### src/rtl/calc_pkg.sv
// Shared encodings for the calculator sequencing controller: FSM states,
// keypad key types and display-select codes.
package calc_pkg;

    typedef enum logic [2:0] {
        S_A    = 3'd0,
        S_OP   = 3'd1,
        S_B    = 3'd2,
        S_EQ   = 3'd3,
        S_EXEC = 3'd4,
        S_RES  = 3'd5,
        S_ERR  = 3'd6
    } state_t;

    typedef enum logic [1:0] {
        KEY_OPND = 2'b00,
        KEY_OPR  = 2'b01,
        KEY_EQ   = 2'b10,
        KEY_CLR  = 2'b11
    } key_t;

    typedef enum logic [1:0] {
        DISP_A   = 2'd0,
        DISP_B   = 2'd1,
        DISP_RES = 2'd2,
        DISP_ERR = 2'd3
    } disp_t;

endpackage

### src/rtl/calc_seq_if.sv
// Keypad/datapath bundle between the keypad decoder, the register/ALU datapath
// and the calc_seq controller.
interface calc_seq_if #(
    parameter int N   = 8,
    parameter int OPW = 2
);
    logic           key_vld;
    logic [1:0]     key_type;
    logic [N-1:0]   key_data;
    logic           div_zero;
    logic           opa_ld0;
    logic           opa_ld1;
    logic           opb_ld0;
    logic           res_ld0;
    logic [OPW-1:0] op_q;
    logic           busy;
    logic           err;
    logic [1:0]     disp_sel;

    modport master (
        output key_vld, key_type, key_data, div_zero,
        input  opa_ld0, opa_ld1, opb_ld0, res_ld0, op_q, busy, err, disp_sel
    );

    modport slave (
        input  key_vld, key_type, key_data, div_zero,
        output opa_ld0, opa_ld1, opb_ld0, res_ld0, op_q, busy, err, disp_sel
    );
endinterface

### src/rtl/calc_lat_cnt.sv
// Loadable down-counter timing the fixed-latency ALU; saturates at zero and
// reports a zero flag.
module calc_lat_cnt #(
    parameter  int unsigned ALU_LAT = 2,
    localparam int unsigned CW      = $clog2(ALU_LAT + 1)
) (
    input  logic          clk,
    input  logic          rst,
    input  logic          clr,
    input  logic          ld,
    input  logic          en,
    output logic [CW-1:0] cnt,
    output logic          zero
);

    always_ff @(posedge clk) begin
        if (rst || clr) begin
            cnt <= '0;
        end else if (ld) begin
            cnt <= CW'(ALU_LAT - 1);
        end else if (en && (cnt != '0)) begin
            cnt <= cnt - CW'(1);
        end
    end

    assign zero = (cnt == '0);

endmodule

### src/rtl/calc_seq.sv
// Keypad-driven sequencing controller for the calculator datapath.
// Optional macro CALC_CHAIN_EN: operator key in S_RES chains the result into A.
module calc_seq
    import calc_pkg::*;
#(
    parameter int          N       = 8,
    parameter int          OPW     = 2,
    parameter int unsigned ALU_LAT = 2
) (
    input  logic       clk,
    input  logic       rst,
    calc_seq_if.slave  bus
);

    localparam int unsigned CW = $clog2(ALU_LAT + 1);

    state_t         state_q, state_d;
    logic [OPW-1:0] op_q, op_d;
    logic           err_q, err_d;
    disp_t          disp_q, disp_d;

    logic           cnt_clr, cnt_ld, cnt_en, cnt_zero;
    logic [CW-1:0]  cnt;

    logic           is_opnd, is_opr, is_eq, is_clr;
    logic           unused_key;

    assign is_opnd = bus.key_vld && (bus.key_type == KEY_OPND);
    assign is_opr  = bus.key_vld && (bus.key_type == KEY_OPR);
    assign is_eq   = bus.key_vld && (bus.key_type == KEY_EQ);
    assign is_clr  = bus.key_vld && (bus.key_type == KEY_CLR);

    // Only the low OPW bits of key_data carry an operator; operands go straight to the datapath.
    assign unused_key = ^{1'b0, bus.key_data[N-1:0]};

    calc_lat_cnt #(.ALU_LAT(ALU_LAT)) u_cnt (
        .clk  (clk),
        .rst  (rst),
        .clr  (cnt_clr),
        .ld   (cnt_ld),
        .en   (cnt_en),
        .cnt  (cnt),
        .zero (cnt_zero)
    );

    always_ff @(posedge clk) begin
        if (rst) begin
            state_q <= S_A;
            op_q    <= '0;
            err_q   <= 1'b0;
            disp_q  <= DISP_A;
        end else begin
            state_q <= state_d;
            op_q    <= op_d;
            err_q   <= err_d;
            disp_q  <= disp_d;
        end
    end

    always_comb begin
        state_d     = state_q;
        op_d        = op_q;
        err_d       = err_q;
        disp_d      = disp_q;
        cnt_clr     = 1'b0;
        cnt_ld      = 1'b0;
        cnt_en      = 1'b0;
        bus.opa_ld0 = 1'b0;
        bus.opa_ld1 = 1'b0;
        bus.opb_ld0 = 1'b0;
        bus.res_ld0 = 1'b0;

        if (is_clr) begin
            state_d = S_A;
            op_d    = '0;
            err_d   = 1'b0;
            disp_d  = DISP_A;
            cnt_clr = 1'b1;
        end else begin
            unique case (state_q)
                S_A: begin
                    if (is_opnd) begin
                        bus.opa_ld0 = 1'b1;
                        state_d     = S_OP;
                        disp_d      = DISP_A;
                    end
                end
                S_OP: begin
                    if (is_opnd) begin
                        bus.opa_ld0 = 1'b1;
                    end else if (is_opr) begin
                        op_d    = bus.key_data[OPW-1:0];
                        state_d = S_B;
                    end
                end
                S_B: begin
                    if (is_opnd) begin
                        bus.opb_ld0 = 1'b1;
                        state_d     = S_EQ;
                        disp_d      = DISP_B;
                    end else if (is_opr) begin
                        op_d = bus.key_data[OPW-1:0];
                    end
                end
                S_EQ: begin
                    if (is_opnd) begin
                        bus.opb_ld0 = 1'b1;
                    end else if (is_opr) begin
                        op_d = bus.key_data[OPW-1:0];
                    end else if (is_eq) begin
                        state_d = S_EXEC;
                        cnt_ld  = 1'b1;
                    end
                end
                S_EXEC: begin
                    cnt_en = 1'b1;
                    if (cnt_zero) begin
                        if (bus.div_zero) begin
                            state_d = S_ERR;
                            err_d   = 1'b1;
                            disp_d  = DISP_ERR;
                        end else begin
                            bus.res_ld0 = 1'b1;
                            state_d     = S_RES;
                            disp_d      = DISP_RES;
                        end
                    end
                end
                S_RES: begin
                    if (is_opnd) begin
                        bus.opa_ld0 = 1'b1;
                        state_d     = S_OP;
                        disp_d      = DISP_A;
                    end
`ifdef CALC_CHAIN_EN
                    else if (is_opr) begin
                        bus.opa_ld1 = 1'b1;
                        op_d        = bus.key_data[OPW-1:0];
                        state_d     = S_B;
                        disp_d      = DISP_A;
                    end
`endif
                end
                S_ERR: begin
                end
                default: begin
                    state_d = S_A;
                end
            endcase
        end
    end

    assign bus.op_q     = op_q;
    assign bus.busy     = (state_q == S_EXEC);
    assign bus.err      = err_q;
    assign bus.disp_sel = disp_q;

endmodule

### src/flat_wrapper.sv
// flat-port wrapper written by rule: the top's interface ports become plain ports
module calc_seq_flat import calc_pkg::*;
#(
    parameter int          N       = 8,
    parameter int          OPW     = 2,
    parameter int unsigned ALU_LAT = 2
)
  (clk, rst, bus_key_vld, bus_key_type, bus_key_data, bus_div_zero, bus_opa_ld0, bus_opa_ld1, bus_opb_ld0, bus_res_ld0, bus_op_q, bus_busy, bus_err, bus_disp_sel);
  calc_seq_if #(.N(N), .OPW(OPW)) bus_i ();
  input  logic clk;
  input  logic rst;
  input wire logic [$bits(bus_i.key_vld)-1:0] bus_key_vld;
  input wire logic [$bits(bus_i.key_type)-1:0] bus_key_type;
  input wire logic [$bits(bus_i.key_data)-1:0] bus_key_data;
  input wire logic [$bits(bus_i.div_zero)-1:0] bus_div_zero;
  output wire logic [$bits(bus_i.opa_ld0)-1:0] bus_opa_ld0;
  output wire logic [$bits(bus_i.opa_ld1)-1:0] bus_opa_ld1;
  output wire logic [$bits(bus_i.opb_ld0)-1:0] bus_opb_ld0;
  output wire logic [$bits(bus_i.res_ld0)-1:0] bus_res_ld0;
  output wire logic [$bits(bus_i.op_q)-1:0] bus_op_q;
  output wire logic [$bits(bus_i.busy)-1:0] bus_busy;
  output wire logic [$bits(bus_i.err)-1:0] bus_err;
  output wire logic [$bits(bus_i.disp_sel)-1:0] bus_disp_sel;
  assign bus_i.key_vld = bus_key_vld;
  assign bus_i.key_type = bus_key_type;
  assign bus_i.key_data = bus_key_data;
  assign bus_i.div_zero = bus_div_zero;
  assign bus_opa_ld0 = bus_i.opa_ld0;
  assign bus_opa_ld1 = bus_i.opa_ld1;
  assign bus_opb_ld0 = bus_i.opb_ld0;
  assign bus_res_ld0 = bus_i.res_ld0;
  assign bus_op_q = bus_i.op_q;
  assign bus_busy = bus_i.busy;
  assign bus_err = bus_i.err;
  assign bus_disp_sel = bus_i.disp_sel;
  calc_seq #(.N(N), .OPW(OPW), .ALU_LAT(ALU_LAT)) u_core (.clk(clk), .rst(rst), .bus(bus_i));
endmodule
### config.mk
export PLATFORM = sky130hd
export DESIGN_NAME = calc_seq_flat
export DESIGN_NICKNAME = d
export VERILOG_FILES = /design/src/rtl/calc_pkg.sv /design/src/rtl/calc_seq_if.sv /design/src/rtl/calc_lat_cnt.sv /design/src/rtl/calc_seq.sv /design/src/flat_wrapper.sv
export SDC_FILE = /design/constraint.sdc
export NUM_CORES = 1
export LEC_CHECK = 0
export CORE_UTILIZATION = 42
export DETAILED_ROUTE_END_ITERATION = 6
export GPL_ROUTABILITY_DRIVEN = 0
export PLACE_DENSITY_LB_ADDON = 0.3
export SLEW_MARGIN = 20
export SYNTH_ARGS = -nofsm -noshare
export SYNTH_HDL_FRONTEND = slang
export SYNTH_SLANG_ARGS = --single-unit
### constraint.sdc
create_clock -name clk -period 1.6 [get_ports clk]
set_input_delay 0.32 -clock clk [delete_from_list [all_inputs] [get_ports clk]]
set_output_delay 0.32 -clock clk [all_outputs]
set_load 0.02 [all_outputs]
==> reports/metrics.cfg <==
[run_status]
status=completed

[setup_path]
start_kind=flip-flop
arrival_ps=1250
reg2reg_slack_ps=120
crit_type=reg -> out
worstPathRequired_ps=1280
end_kind=output pin
crit_fanout=4

[timing]
finClkSkew_ps=1.94
fin_crit_sh_pct=97.8
final.setup.tns_ps=0
slew_viol_final=0
rsz0062_at_grt=no
hold_viol=0
setup_viol=0
fmax_mhz=639
min_period_ps=1570

[floorplan]
fp-row-count=13
initial_core_util_pct=47.0
die_y_um=40.9
core_um2=1350
dieArea_um2=1670
fp.dieW_um=40.9
floorplan.io_pins=24

[power_and_ir_drop]
power_frac_clock_pct=40.1
seqPwrFrac_pct=43.1
vdd_drop_max_uv=443
switching_share_pct=25.1
combPwrFrac_pct=16.8
power.density_nw_per_um2=593
power.leakage_nw=0.434
internal_power_mw=0.445
power_switching_mw=0.149

[clocking]
cts_buffers=3
clk_pin_slew_ps=70
cts_sinks=10
htreeDepth=1
cts_buffer_depth=2
clockRootBuffer=clkbuf_4
post-cts-setup-buffer-count=0
clk_latency_ps=270
cts_tree=done

[global_route]
antenna_found_initial=0
grt_util_all_layers_pct=25.0
grt_pass1_wl_mm=2.69
gr-total-overflow=0
first_global_vias=625
grt_max_degree=10

[finish]
nets=129
antenna_cells=0
layout-drive-gt1-share_pct=38.1
area_growth_pct=57.8
design_area_um2=1000
nFillCells=103

[yosys]
synth-xor-area-share_pct=1.38
avgSynthCellArea_um2=8.24
yosysSeqAreaShare_pct=31.6
yosysUniqueCellTypes=38
syn_inst=77
yosysWarnings=0
syn_nets=92
yosys_register_bits=10
synth_fa_ha_area_share_pct=1.97
synth_top_family_by_area=simple AND/OR/NAND/NOR gates
synth_compound_area_share_pct=18.7
muxShareOfSynthArea_pct=4.73
synth-simple-area-share_pct=32.5
synth_area_um2=634

[route]
drt-initial-drc-count=7
drtPass1Iterations=4
drc_errors=0
via_per_inst=5.34
post_drt_wl_per_cell_um=12.9
drtAntennaViolNets=0
totalWireLength_mm=1.65
vias=683

[run]
drv_cap=0

[min_path]
hp-class=reg -> reg

[place]
placed_cell_area_um2=955
place_hpwl_mm=1.28
place.port_buffers=16

==> registers in the layout, indices dropped and copies added (netlist names) <==
name	count
u_core.bus.disp_sel	2
u_core.state_q	3
u_core.bus.err	1
u_core.u_cnt.cnt	2
u_core.bus.op_q	2
==> stage by stage <==
stage,total power [mW],hold WS (ps),worst slack (ps),std cells,utilization (%)
CTS,0.596,479,0.202,128,74.0
global route,0.619,543,2.93,128,74.1
floorplan,0.309,467,69.4,77,-
finish,0.594,491,34.7,128,74.1
detailed placement,0.361,460,-667,124,70.7
global placement,0.359,454,-653,124,70.7
==> layout make-up <==
cell class	instances	area, um^2	area share, %
Timing Repair Buffer	38	315	31.5
Multi-Input combinational cell	56	409	40.9
Sequential cell	10	203	20.2
Inverter	5	18.8	1.88
Tap cell	15	18.8	1.88
Clock buffer	4	36.3	3.62
==> Yosys cell counts, drive strengths merged <==
library cell	count	area share, %
dfxtp	10	32
nor2	9	5.3
nor3	6	7.3
a31oi	5	4.9
inv	5	3.0
o21ai	4	3.2
buf	3	3.7
clkbuf	3	1.8
mux2i	3	4.7
nor4	3	3.0
a2111oi	2	3.9
a21oi	2	1.6
nand2b	2	2.0
nor3b	2	2.4
a211oi	1	1.2
a311oi	1	1.4
and2	1	0.99
and3	1	0.99
and3b	1	1.4
conb	1	0.59
ha	1	2.0
nand2	1	0.59
nand3	1	0.79
nand3b	1	1.2
nor2b	1	0.99
nor4b	1	2.4
o21ba	1	1.6
o22ai	1	0.99
or2	1	0.99
or3	1	0.99
or3b	1	1.4
xnor2	1	1.4
==> power by group through the flow <==
stage | clock network (mW) | logic, mW | registers [mW]
6_report | 0.238 | 0.100 | 0.256
5_1_grt | 0.254 | 0.109 | 0.256
4_1_cts | 0.240 | 0.100 | 0.256
3_5_place_dp | 0 | 0.0994 | 0.262
3_3_place_gp | 0 | 0.0970 | 0.262
2_1_floorplan | 0 | 0.0448 | 0.264
==> metal layers <==
layer / GRT usage, % / up-vias / wire (um)
met5: 0 / - / 0
met4: 12.5 / 0 / 36
met3: 4.89 / 5 / 48
met2: 42.2 / 13 / 826
met1: 29.6 / 316 / 737
li1: - / 349 / -
==> critical path: stages (launching register included) <==
cell and delay [ps]:
dfxtp_1 340, nand2b_1 200, nor2_1 150, clkdlybuf4s15_2 290
==> final timing paths <==
check	from	depth (start not counted)	to
min reg2reg	u_core.bus.err	2	u_core.bus.err
min	u_core.bus.err	2	u_core.bus.err
max	u_core.state_q[1]	3	bus_busy
max reg2reg	u_core.u_cnt.cnt[0]	6	u_core.u_cnt.cnt[1]
==> cells in the final DEF, fill, tap and decap left out, types with 2 or more instances in the layout <==
master and n:
dfxtp_2 2, clkdlybuf4s50_1 8, o21ai_0 3, mux2i_1 3, clkdlybuf4s15_2 2, inv_1 5
nor3_1 4, nor2_1 9, clkbuf_4 3, a21oi_1 2, dfxtp_1 8, a31oi_1 5
dlygate4sd2_1 2, buf_4 24, nor4_1 2
==> cells by family (layout without fill, tap and decap cells) <==
family | count (synthesis) | count (layout)
AO/OA/AOI/OAI | 17 | 17
XOR/XNOR | 1 | 1
AND/OR/NAND/NOR | 33 | 33
multiplexers | 3 | 3
adder cells (fa/ha/maj) | 1 | 1
other | 1 | 1
flip-flops | 10 | 10
buffers and inverters | 11 | 47
==> repair_timing <==
item                                   in CTS  in global routing
hold buffers                                0                  0
endpoints found under the hold margin       0                  0
setup endpoints to repair                   6                  2
gates resized for setup                    30                  1
pin swaps                                   4                  2
gates cloned                                0                  0
Note: power is estimated with default switching activity, not from simulation.
